File: src/rtl/sram_ctrl_pkg.sv
// Shared constants for the Sram front-end: macro geometry, burst field width and FSM encoding.
package sram_ctrl_pkg;

   localparam int unsigned SRAM_ADDR_W = 4;
   localparam int unsigned SRAM_DATA_W = 32;
   localparam int unsigned REQ_LEN_W   = 2;

   typedef enum logic [1:0] {
      IDLE  = 2'd0,
      WRITE = 2'd1,
      READ  = 2'd2
   } state_e;

endpackage

File: src/rtl/sram_ctrl.sv
// Burst request front-end for the Sram macro: sequences one access per cycle with address wrap
// and turns the one-cycle read latency into a Rd_Valid/Rd_Data stream.
module sram_ctrl
   import sram_ctrl_pkg::*;
#(
   parameter int unsigned ADDR_W = SRAM_ADDR_W,
   parameter int unsigned DATA_W = SRAM_DATA_W,
   parameter int unsigned LEN_W  = REQ_LEN_W
) (
   input  logic              Clk,
   input  logic              Rst,
   input  logic              Req_Valid,
   output logic              Req_Ready,
   input  logic              Req_RW,
   input  logic [ADDR_W-1:0] Req_Addr,
   input  logic [LEN_W-1:0]  Req_Len,
   input  logic              Wr_Valid,
   output logic              Wr_Ready,
   input  logic [DATA_W-1:0] Wr_Data,
   output logic              Rd_Valid,
   output logic [DATA_W-1:0] Rd_Data,
   output logic              Busy,
   output logic              Mem_En,
   output logic              Mem_RW,
   output logic [ADDR_W-1:0] Mem_Addr,
   output logic [DATA_W-1:0] Mem_Wdata,
   input  logic [DATA_W-1:0] Mem_Rdata
);

   state_e            state_q, state_d;
   logic [ADDR_W-1:0] cur_addr_q, cur_addr_d;
   logic [LEN_W-1:0]  beats_left_q, beats_left_d;
   logic              rd_pend_q, rd_pend_d;

   always_ff @(posedge Clk) begin
      if (Rst) begin
         state_q      <= IDLE;
         cur_addr_q   <= '0;
         beats_left_q <= '0;
         rd_pend_q    <= 1'b0;
      end else begin
         state_q      <= state_d;
         cur_addr_q   <= cur_addr_d;
         beats_left_q <= beats_left_d;
         rd_pend_q    <= rd_pend_d;
      end
   end

   always_comb begin
      state_d      = state_q;
      cur_addr_d   = cur_addr_q;
      beats_left_d = beats_left_q;
      rd_pend_d    = 1'b0;
      Req_Ready    = 1'b0;
      Wr_Ready     = 1'b0;
      Mem_En       = 1'b0;
      Mem_RW       = 1'b0;
      Mem_Addr     = cur_addr_q;
      Mem_Wdata    = Wr_Data;
      Rd_Valid     = rd_pend_q;
      Rd_Data      = Mem_Rdata;
      Busy         = (state_q != IDLE) || rd_pend_q;

      case (state_q)
         IDLE: begin
            Req_Ready = 1'b1;
            if (Req_Valid) begin
               cur_addr_d   = Req_Addr;
               beats_left_d = Req_Len;
               state_d      = Req_RW ? WRITE : READ;
            end
         end
         WRITE: begin
            Wr_Ready = 1'b1;
            Mem_En   = Wr_Valid;
            Mem_RW   = 1'b1;
            if (Wr_Valid) begin
               cur_addr_d   = cur_addr_q + ADDR_W'(1);
               beats_left_d = beats_left_q - LEN_W'(1);
               if (beats_left_q == '0) begin
                  state_d = IDLE;
               end
            end
         end
         READ: begin
            Mem_En       = 1'b1;
            rd_pend_d    = 1'b1;
            cur_addr_d   = cur_addr_q + ADDR_W'(1);
            beats_left_d = beats_left_q - LEN_W'(1);
            if (beats_left_q == '0) begin
               state_d = IDLE;
            end
         end
         default: begin
            state_d = IDLE;
         end
      endcase

      // Reset silences every handshake and Sram strobe in the same cycle.
      if (Rst) begin
         Req_Ready = 1'b0;
         Wr_Ready  = 1'b0;
         Mem_En    = 1'b0;
         Mem_RW    = 1'b0;
         Rd_Valid  = 1'b0;
         Busy      = 1'b0;
         rd_pend_d = 1'b0;
      end
   end

endmodule

File: config.mk
export PLATFORM = sky130hd
export DESIGN_NAME = sram_ctrl
export DESIGN_NICKNAME = d
export VERILOG_FILES = /design/src/rtl/sram_ctrl_pkg.sv /design/src/rtl/sram_ctrl.sv
export SDC_FILE = /design/constraint.sdc
export NUM_CORES = 1
export LEC_CHECK = 0
export CAP_MARGIN = 20
export CORE_AREA = 5 5 54 56
export DETAILED_ROUTE_END_ITERATION = 8
export DIE_AREA = 0 0 59 61
export DONT_BUFFER_PORTS = 1
export PLACE_DENSITY_LB_ADDON = 0.12
export SYNTH_ARGS = -nofsm -noshare
export SYNTH_HDL_FRONTEND = slang
export SYNTH_SLANG_ARGS = --single-unit
File: constraint.sdc
create_clock -name Clk -period 1.6 [get_ports Clk]
set_input_delay 0.32 -clock Clk [delete_from_list [all_inputs] [get_ports Clk]]
set_output_delay 0.32 -clock Clk [all_outputs]
set_load 0.005 [all_outputs]
==> results.toml, run 1 <==
[status]
status = "completed"

[die]
ios = 149
start_util_pct = 47.5
dieHeight_microns = 61
fp-row-count = 18
coreArea_sq_um = 2390
die_area_sq_um = 3600
die_w_microns = 59

[final_layout]
num-fill-cells = 255
seq_area_sq_um = 188
postLayoutCellArea_sq_um = 942
utilization_pct = 39.5
syn_to_final_growth_pct = -16.9
multi_input_area_sq_um = 493
final_layout_size_suffix_gt1_share_pct = 46.2
layout.nets = 176
diodes = 0

[critical_path]
crit_buf_inv = 2
start_kind = "register"
cp_max_fo = 5
critical_path_required_ns = 1.28
cp-end-kind = "primary output"
arrival_ns = 1.27
critPathSlowestCell = "dfxtp_4"
max_stage_delay_ns = 0.39
path_class = "register to primary output"
cp_cell_sequence = "inv_4 > ha_4 > inv_6 > nor3_4"
critPathTopFamily = "flip-flops"

[yosys]
syn_avg_cell_area_sq_um = 8.10
synth_flop_cell = "dfxtp_1"
ys_ff_latch = 9
async_reset_ff_share_pct = 0
synth_area_sq_um = 1130
ys_types = 33
yosys_warnings = 0
synth_fp_nets = 222
ys_seq_area_share_pct = 15.9
synth_edf_count = 0
synthCells = 140

[clock_tree]
cts.path.max_buffers = 2
cts_root_buf = "clkbuf_4"
cts_buffers = 3
path_clk_slew_ns = 0.07
htree_levels = 1
tritoncts = "done"
cts_num_sinks = 9
clk_latency_ns = 0.28

[pwr]
share_seq_of_total_power_pct = 28.6
comb_power_share_pct = 52.9
power_mw = 1.10
peakVddDrop_v = 0.000435
p_leak_nw = 0.396
p_sw_mw = 0.404
p_clk_share_pct = 18.5
power_density_nw_per_um2 = 1170
p_int_mw = 0.698
power_switching_share_pct = 36.7

[placed_design]
place_congestion = 0.758
portBuffers = 0
place_area_sq_um = 741
dp_hpwl_microns = 1820

[grt]
antenna_found_initial = 0
gr-usage-met3_pct = 7.66
grt.busiest_layer = "met2"
grt_pass1_vias = 735
grt_use_total_pct = 13.8
met2_usage_pct = 20.5
use_met1_pct = 12.9
grt_remaining_overflow = 0
grt_first_pass_wirelength_microns = 3670
grt_max_degree = 13

[flow_run]
drv_cap = 0

[drt]
wl_per_cell_microns = 20.4
drc_errors = 0
routed_wl_microns = 2510
vias = 696
drtPass1Iterations = 3
routed_via_density = 5.66
final_antenna_net_count = 0
drt_iter0_markers = 3

[timing]
finalCritPeriodShare_pct = 99.4
rsz0062_at_grt = "true"
drv_slew = 0
period_needed_ns = 1.59
worst_slew_pin_slew_ns = 0.311
finalSetupViolCount = 0
final_hold_viol_count = 0
skew_ns = 0.00228
max_freq_mhz = 629
relSlewSlack_pct = 79.2

[min_path]
min_path_type = "primary input to register"
-- synth_stat cells, types with 3 or more instances --
cell        n  share of area (%)
nand2_1     4                1.3
buf_4      66                 44
ha_1        7                7.7
o31ai_1     3                2.0
nor2b_1     5                2.8
nor2_1      3               0.99
inv_1       9                3.0
a21oi_1     4                1.8
dfxtp_1     9                 16
a2111oi_0   3                2.3
-- registers in the layout (all words and copies together) (netlist names) --
name          count
rd_pend_q         1
state_q           2
beats_left_q      2
Mem_Addr          4
-- stage by stage --
| stage | hold WS (ns) | worst slack (ns) | instances | TNS, ns |
|---|---|---|---|---|
| 2_1_floorplan | 0.392 | 0.00629 | 140 | 0 |
| 3_3_place_gp | 0.386 | -0.00951 | 111 | -0.0181 |
| 3_5_place_dp | 0.385 | -0.0232 | 111 | -0.0471 |
| 4_1_cts | 0.0875 | -0.00170 | 118 | -0.00170 |
| 5_1_grt | 0.0808 | -0.0281 | 123 | -0.0329 |
| 6_report | 0.0851 | 0.00971 | 123 | 0 |
-- path summary, 6_finish.rpt --
kind / start / slack [ns] / cells after the start / to
max: state_q[0] / 0.01 / 4 / Mem_En
max reg2reg: state_q[0] / 0.04 / 5 / Mem_Addr[0]
min reg2reg: Mem_Addr[3] / 0.52 / 2 / Mem_Addr[3]
min: Rst / 0.09 / 1 / state_q[0]
-- cell type report --
cell class | instances | share of cell area [%]
flip-flops and latches | 9 | 19.9
repair buffers | 19 | 15.9
multi-input cells | 51 | 52.3
inverters | 10 | 5.05
well taps | 30 | 3.98
clock buffers | 4 | 2.79
-- cell families after synthesis --
logic type | after synthesis | synth area share, %
compound gates | 20 | 13.8
buf+inv | 80 | 49.2
simple gates | 23 | 12.4
mux | 1 | 0.993
fa+ha+maj | 7 | 7.73
flops | 9 | 15.9
-- per-layer routing --
layer / vias to the layer above / wire length (microns)
met1: 299 / 812
met4: 0 / 174
li1: 309 / -
met5: - / 0
met2: 53 / 1180
met3: 35 / 343
-- layout by cell type, fill, tap and decap left out, types with 2 or more instances in the layout --
cell type | synthesis | routed
buf_4 | 66 | 17
dfxtp_1 | 9 | 7
inv_1 | 9 | 7
ha_1 | 7 | 5
nor2b_1 | 5 | 4
nand2_1 | 4 | 4
nor2_1 | 3 | 3
o31ai_1 | 3 | 3
clkbuf_4 | 0 | 3
inv_4 | 0 | 2
a21oi_2 | 0 | 2
a21oi_1 | 4 | 2
nor2b_4 | 1 | 2
o311a_1 | 2 | 2
a2111oi_2 | 0 | 2
o32ai_1 | 2 | 2
ha_4 | 0 | 2
buf_6 | 1 | 2
dfxtp_4 | 0 | 2
-- power groups by stage --
stage          clock network, mW  logic, mW  registers, mW
5_1_grt                    0.212      0.636          0.324
2_1_floorplan                  0      0.425          0.307
3_5_place_dp                   0      0.396          0.317
6_report                   0.204      0.583          0.315
3_3_place_gp                   0      0.401          0.315
4_1_cts                    0.204      0.451          0.311
-- what timing repair did --
| action | in CTS | in global routing |
|---|---|---|
| endpoints found under the setup margin | 6 | 9 |
| hold buffers | 0 | 0 |
| pin swaps | 3 | 10 |
| gates resized for setup | 6 | 22 |
| buffers inserted | 3 | 5 |
No activity file was read; power rests on OpenSTA's default activity.
==> inputs of run 2 (changes only) <==
- CORE_AREA: 5 5 54 56 -> 5 5 55 57
- DIE_AREA: 0 0 59 61 -> 0 0 60 62
- clock period: 1.6 -> 2 ns (I/O delays scaled with it)
==> results.toml, run 2 (same netlist as run 1, synthesis figures left out) <==
[drt]
routed_via_density = 5.86
drt_iter0_markers = 18
routed_wl_microns = 2090
final_antenna_net_count = 0
drc_errors = 0
drtPass1Iterations = 4
vias = 621
wl_per_cell_microns = 19.7

[final_layout]
finalNonFillerCells = 106
diodes = 0
layout_common_cells = "dfxtp_1, inv_1, ha_1"
layout.nets = 159
postLayoutCellArea_sq_um = 709
largest_reg_flops = 4
final_layout_size_suffix_gt1_share_pct = 14.5
syn_to_final_growth_pct = -37.4

[timing]
finalCritPeriodShare_pct = 90.7
rsz0062_at_grt = "false"
max_freq_mhz = 551
tns_ns = 0
relSlewSlack_pct = 73.7
skew_ns = 0.00574
final_hold_viol_count = 0
drv_slew = 0
finalSetupViolCount = 0
period_needed_ns = 1.81
worst_slew_pin_slew_ns = 0.384

[critical_path]
critical_path_required_ns = 2.15
arrival_ns = 1.97
cp_max_fo = 11
start_kind = "register"
cp-end-kind = "register"
path_class = "register to register"

[clock_tree]
cts_root_buf = "clkbuf_4"
htree_levels = 1
ctsHoldBuffers = 0
post_cts_buffers = 0
tritoncts = "done"
clk_latency_ns = 0.27
cts_num_sinks = 9
cts.path.max_buffers = 2
cts_buffers = 3
path_clk_slew_ns = 0.07

[die]
ios = 149
dieHeight_microns = 62
die_w_microns = 60
coreArea_sq_um = 2430
fp-row-count = 18
start_util_pct = 46.6
die_area_sq_um = 3720

[grt]
use_met1_pct = 10.3
gr-usage-met3_pct = 6.61
grt.busiest_layer = "met2"
met2_usage_pct = 16.4
grt_first_pass_wirelength_microns = 2970
grt_use_total_pct = 10.9
grt_pass1_vias = 597
grt_max_degree = 13
antenna_found_initial = 0
grt_remaining_overflow = 0

[placed_design]
portBuffers = 0
place_inst = 102
place_congestion = 0.679
place_area_sq_um = 666
dp_hpwl_microns = 1600

[pwr]
power_mw = 0.678
peakVddDrop_v = 0.000304
power_density_nw_per_um2 = 956
p_leak_nw = 0.286

[min_path]
min_path_type = "primary input to register"

[flow_run]
drv_cap = 0

[status]
status = "completed"
==> run 2: cell count changes in the layout (fill, tap and decap cells not counted), sizes merged <==
cell / before / now
buf: 19 / 2
==> run 2: critical path: stages (launching register included) <==
cell	delay, ns
dfxtp_1	0.38
inv_1	0.12
ha_4	0.19
nor2b_4	0.16
or3_1	0.47
o311a_1	0.39
==> run 2: path summary, 6_finish.rpt <==
path	slack (ns)	cells past startpoint	end	from
hold / removal	0.20	1	state_q[1]	Rst
hold reg to reg	0.51	2	state_q[0]	state_q[0]
setup reg to reg	0.19	5	beats_left_q[1]	state_q[0]
setup / recovery	0.19	5	beats_left_q[1]	state_q[0]
==> run 2: power by group <==
group	switching (mW)	leakage (nW)	internal, mW
Clock	0.0750	0.0150	0.0771
Combinational	0.147	0.197	0.136
Sequential	0.0284	0.0743	0.215
Total	0.250	0.286	0.428
==> run 2: repair_timing <==
item	4_1_cts	5_1_grt
endpoints found under the setup margin	1	1
resized for setup	1	2
hold endpoints to repair	0	0
==> run 2: layer usage <==
metal  share of wire (%)  vias to the layer above
met2                  44                       58
met4                 3.9                        0
met5                   0                        -
met1                  36                      273
li1                    -                      272
met3                  16                       18
==> run 2: per-stage QoR <==
stage	utilization [%]	setup WS, ns	hold WS (ns)
finish	29.2	0.185	0.198
global route	29.2	0.0541	0.181
CTS	28.5	0.00501	0.190
detailed placement	27.4	0.115	0.473
global placement	27.4	0.165	0.474
floorplan	-	0.294	0.472
==> run 2: final cells by class <==
cell class                 count  area [sq um]
sequential                     9           180
timing repair buffer           2          15.0
fill                         274          1720
tap                           30          37.5
multi-input combinational     51           413
clock buffer                   4          26.3
inverter                      10          37.5
==> inputs of run 3 (changes only) <==
- GPL_ROUTABILITY_DRIVEN: default -> 0
==> results of run 3 <==
No change in the layout: final DEF, timing and power equal those of run 2.
==> RTL change 1, RTL diff (settings of run 3) <==
The 3 states of `state_e` get a one-hot encoding in 3 bits.
--- a/src/rtl/sram_ctrl_pkg.sv
+++ b/src/rtl/sram_ctrl_pkg.sv
@@ -5,10 +5,10 @@
    localparam int unsigned SRAM_DATA_W = 32;
    localparam int unsigned REQ_LEN_W   = 2;
 
-   typedef enum logic [1:0] {
-      IDLE  = 2'd0,
-      WRITE = 2'd1,
-      READ  = 2'd2
+   typedef enum logic [2:0] {
+      IDLE  = 3'b001,
+      WRITE = 3'b010,
+      READ  = 3'b100
    } state_e;
 
 endpackage
Behaviour: no difference found for any inputs over 10 cycles, from zero or initial values and one cycle with Rst high; not proved beyond that.
==> RTL change 1 against run 3 <==
  * Hold slack got worse by 10 ps
  * First-iteration DRC count rose by 83%
  * Count of clock-buffer cells in the layout unchanged
  * Final area is 6.5% lower
  * Worst setup slack hardly changed
  * Maximum frequency hardly changed
  * Synthesized area shrank 4.5%
  * Total power is 4.1% lower
  * Routed wire length increased by 4.2%
  * Sequential cell count is 1 higher
  * Critical path depth shrank 2
==> RTL change 1: results (changes against run 3) <==
status complete, no violations; Worst Tran Pin Value 370 ps (-14.4 ps); Synth cell types 35 (+6.1%); drt pass-1 iters 4 (unchanged); First DRT Iteration DRCs 33 (+15); global-route usage over all layers 11.4% (+0.52 points); dpl ws 406 ps (+290 ps); Critical Path AT 1410 ps (-560 ps); Critical Path Max Stage Delay 440 ps (-30 ps); met1 Use GR 12.3% (+2.0 points); sequential share of the synthesized area 18.5% (+2.6 points); # fillers 272 (-0.73%); placed wire-length estimate 1.72 mm (+7.2%); syn_nets 216 (-2.7%); placed cell area 626 um2 (-6.0%); vias in the first global route 556 (-6.9%); Worst R2R Setup Slack 400 ps (+210 ps); top cells by area, synth buf_4 (45%), dfxtp_1 (18%), nor2_1 (3.1%); layout cells sized above 1 10.5% (-3.9 points); Slowest-stage cell, CP dfxtp_1; met2 Usage GRT 15.3% (-1.1 points); Pint 0.422 mW (-1.3%); most frequent cells after synthesis buf_4 (65), dfxtp_1 (10), nor2_1 (9), a21oi_1 (6); max FFs per register 4 (unchanged); Ys Warns 0 (unchanged); critical-path maximum fanout 8 (-3); Worst Reg2Reg Path Length in Cells 4 (-1); worst r2r src state_q[2]$_SDFFE_PP0P_; Final #Nets 154 (-3.1%); reg-to-reg critical path endpoint Mem_Addr[0]$_SDFFE_PP0P_; Worst VDD drop 276 uV (-9.4%); global-route wire length before repair 3.11 mm (+4.9%); Worst Skew 9.10 ps (+3.36 ps); vias per cell 5.97 (+1.9%); largest net degree at the start of global routing 16 (+3)
==> RTL change 1: cell count changes in the layout (fill, tap and decap cells not counted), moves of 3 or more <==
cell and change:
nor2_1 +6, ha_1 -4, o31ai_1 -3, nor2b_1 -3, nand3_1 +4, inv_1 -5, a2111oi_0 -3
==> RTL change 1: power groups by stage <==
| stage | Clock, mW | Combinational (mW) | Sequential, mW |
|---|---|---|---|
| floorplan | 0 | 0.267 | 0.262 |
| global placement | 0 | 0.185 | 0.280 |
| detailed placement | 0 | 0.184 | 0.281 |
| CTS | 0.199 | 0.184 | 0.276 |
| global route | 0.214 | 0.209 | 0.286 |
| finish | 0.191 | 0.182 | 0.278 |
==> RTL change 1: metal layers <==
metal	vias up	part of all wire, %
met5	-	0
met3	22	14
met1	284	35
met4	0	7.2
met2	55	43
li1	272	-
==> RTL change 1: through the flow <==
stage          std cells  hold slack [ps]  power [mW]  utilization [%]
2_1_floorplan        139              446       0.529                -
3_3_place_gp         102              472       0.465             25.7
3_5_place_dp         102              465       0.466             25.7
4_1_cts              106              176       0.659             27.2
5_1_grt              106              166       0.709             27.3
6_report             106              188       0.650             27.3
==> RTL change 1: layout make-up <==
cell class	count	area (um2)	area share [%]
clock buffer	4	36.3	5.47
inverter	4	15.0	2.26
multi-input combinational	57	365	55.1
sequential	10	201	30.4
tap	30	37.5	5.66
timing repair buffer	1	7.51	1.13
==> RTL change 1: worst max-delay path by stage <==
stage | endpoint | slack [ps] | cells after the start | from
2_1_floorplan | Mem_Addr[0]$_SDFFE_PP0P_ | 460 | 5 | state_q[0]$_SDFFE_PP1P_
3_3_place_gp | Req_Ready | 450 | 2 | state_q[0]$_SDFFE_PP1P_
3_5_place_dp | Mem_Addr[0]$_SDFFE_PP0P_ | 410 | 4 | state_q[2]$_SDFFE_PP0P_
4_1_cts | Req_Ready | 90 | 2 | state_q[0]$_SDFFE_PP1P_
5_1_grt | Mem_En | 30 | 3 | state_q[2]$_SDFFE_PP0P_
6_report | Mem_En | 190 | 3 | state_q[2]$_SDFFE_PP0P_
==> RTL change 1: repair_timing <==
| item | in CTS | in global routing |
|---|---|---|
| endpoints found under the setup margin | 0 | 1 |
| gates resized for setup | 0 | 1 |
| buffers inserted | 0 | 0 |
==> RTL change 1: cells by family (layout without fill, tap and decap cells) <==
| group | after synthesis | after routing | share of synthesized area (%) |
|---|---|---|---|
| AOI/OAI and AO/OA | 17 | 17 | 10.1 |
| xor gates and xnor gates | 1 | 1 | 0.809 |
| adders and majority gates | 2 | 2 | 2.31 |
| buffers and inverters | 72 | 9 | 47.7 |
| DFF | 10 | 10 | 18.5 |
| muxes | 1 | 1 | 0.925 |
| and+or+nand+nor | 36 | 36 | 19.7 |
==> RTL change 2, RTL diff (flow settings as in run 3) <==
Without the edit above. Set the package constant `REQ_LEN_W` to 4 (it was 2).
--- a/src/rtl/sram_ctrl_pkg.sv
+++ b/src/rtl/sram_ctrl_pkg.sv
@@ -3,7 +3,7 @@
 
    localparam int unsigned SRAM_ADDR_W = 4;
    localparam int unsigned SRAM_DATA_W = 32;
-   localparam int unsigned REQ_LEN_W   = 2;
+   localparam int unsigned REQ_LEN_W   = 4;
 
    typedef enum logic [1:0] {
       IDLE  = 2'd0,
Ports: changed (resized Req_Len); port bits go from 149 to 151. No check against the original RTL was run, so the function may have changed too.
==> RTL change 2 against run 3 <==
  * Hold slack got worse by 5.7 ps
  * Synthesized area grew 12%
  * Critical path depth unchanged
  * Worst setup slack worse by 18 ps
  * Non-clock buffer count grew 1
  * Via count up 17%
  * Critical endpoint unchanged
  * Final area up 16%
  * Routed wire length up 16%
  * Sequential cell count increased by 2
  * Utilization increased by 4.7 points
  * Critical path type unchanged
Power is not compared: it rests on default switching activity, and its combinational part moved more than twofold at a synthesized area within 25%.
==> RTL change 2: results (changes against run 3) <==
placed cell area 798 um2 (+20%); met3 GRT Util 10.5% (+3.9 points); global routing's busiest layer met2; Worst Tran Pin Value 409 ps (+25.5 ps); Worst Skew 4.52 ps (-1.22 ps); Worst VDD drop 479 uV; DR WL met2 1.12 mm (+22%); Leak 0.333 nW; drt wl/cell 20.1 um (+2.1%); met1 Use GR 13.6% (+3.3 points); CP delay by family, top simple AND/OR/NAND/NOR gates; Max clock buf depth 2 (unchanged); critical-path maximum fanout 10 (-1); status complete, no violations; comb pwr 0.749 mW; sequential share of the synthesized area 17.3% (+1.4 points); Final #Nets 176 (+11%); layout cells sized above 1 12.1% (-2.4 points); met2 Usage GRT 22.1% (+5.7 points); metal3 WL 397 um (+20%); mux share of post-synthesis cell area 2.45% (+1.5 points); Async SR Flop Fraction 0% (unchanged); placed wire-length estimate 1.91 mm (+19%); Clock Pin Slew Worst Setup and Hold Paths 70 ps (about the same); syn_nets 240 (+8.1%); number of diodes 0 (unchanged); XOR/XNOR share of the synthesized area 0% (unchanged); vias in the first global route 739 (+24%); top cells by area, synth buf_4 (38%), dfxtp_1 (17%), ha_1 (6.9%); Hold WC Path Type input port to register; drt pass-1 iters 4 (unchanged); Critical Path Max Stage Delay 420 ps (-50 ps); sequential power share 30.8%; Synth Area in Compound Gates 14.6% (+0.83 points); most frequent cells after synthesis buf_4 (65), dfxtp_1 (11), inv_1 (11), ha_1 (7), nand2_1 (7); global-route usage over all layers 14.1% (+3.3 points); via count 724 (+17%); post-synthesis adder-cell area fraction 6.87% (-0.86 points); largest net degree at the start of global routing 14 (+1); highest routed layer met4; post-CTS sizing 0 (-1); clk root buf clkbuf_4; final instance count without filler cells 121 (+14%); global-route wire length before repair 3.92 mm (+32%); First DRT Iteration DRCs 24 (+6); Slowest-stage cell, CP or3_4; postcts setup bufs 0 (unchanged); Metal-1 WL 846 um (+13%); synthesized instance count 156 (+11%); port buffer count 0 (unchanged); Critical Path AT 1990 ps (+20 ps); dpl ws 174 ps (+58.3 ps)
-- RTL change 2: cell count changes in the layout (fill, tap and decap cells not counted), moves of 2 or more --
cell     change
nand2_1      +3
dfxtp_1      +2
inv_1        +2
mux2i_1      +2
nor3_1       +2
o31ai_1      -2
o32ai_1      +2
or4_1        -2
-- RTL change 2: worst paths after layout --
kind / from / to / slack [ps] / cells after the start
worst max-delay path: state_q[1]$_SDFFE_PP0P_ / beats_left_q[1]$_SDFFE_PP0P_ / 170 / 5
worst min-delay path: Rst / rd_pend_q$_SDFF_PP0_ / 190 / 1
worst max register to register: state_q[1]$_SDFFE_PP0P_ / beats_left_q[1]$_SDFFE_PP0P_ / 170 / 5
worst min register to register: beats_left_q[3]$_SDFFE_PP0P_ / beats_left_q[3]$_SDFFE_PP0P_ / 500 / 2
-- RTL change 2: final cells by class --
class,count,area (um2)
Clock buffer,4,26.3
Fill cell,265,1610
Inverter,11,41.3
Multi-Input combinational cell,62,477
Sequential cell,11,220
Tap cell,30,37.5
Timing Repair Buffer,3,22.5
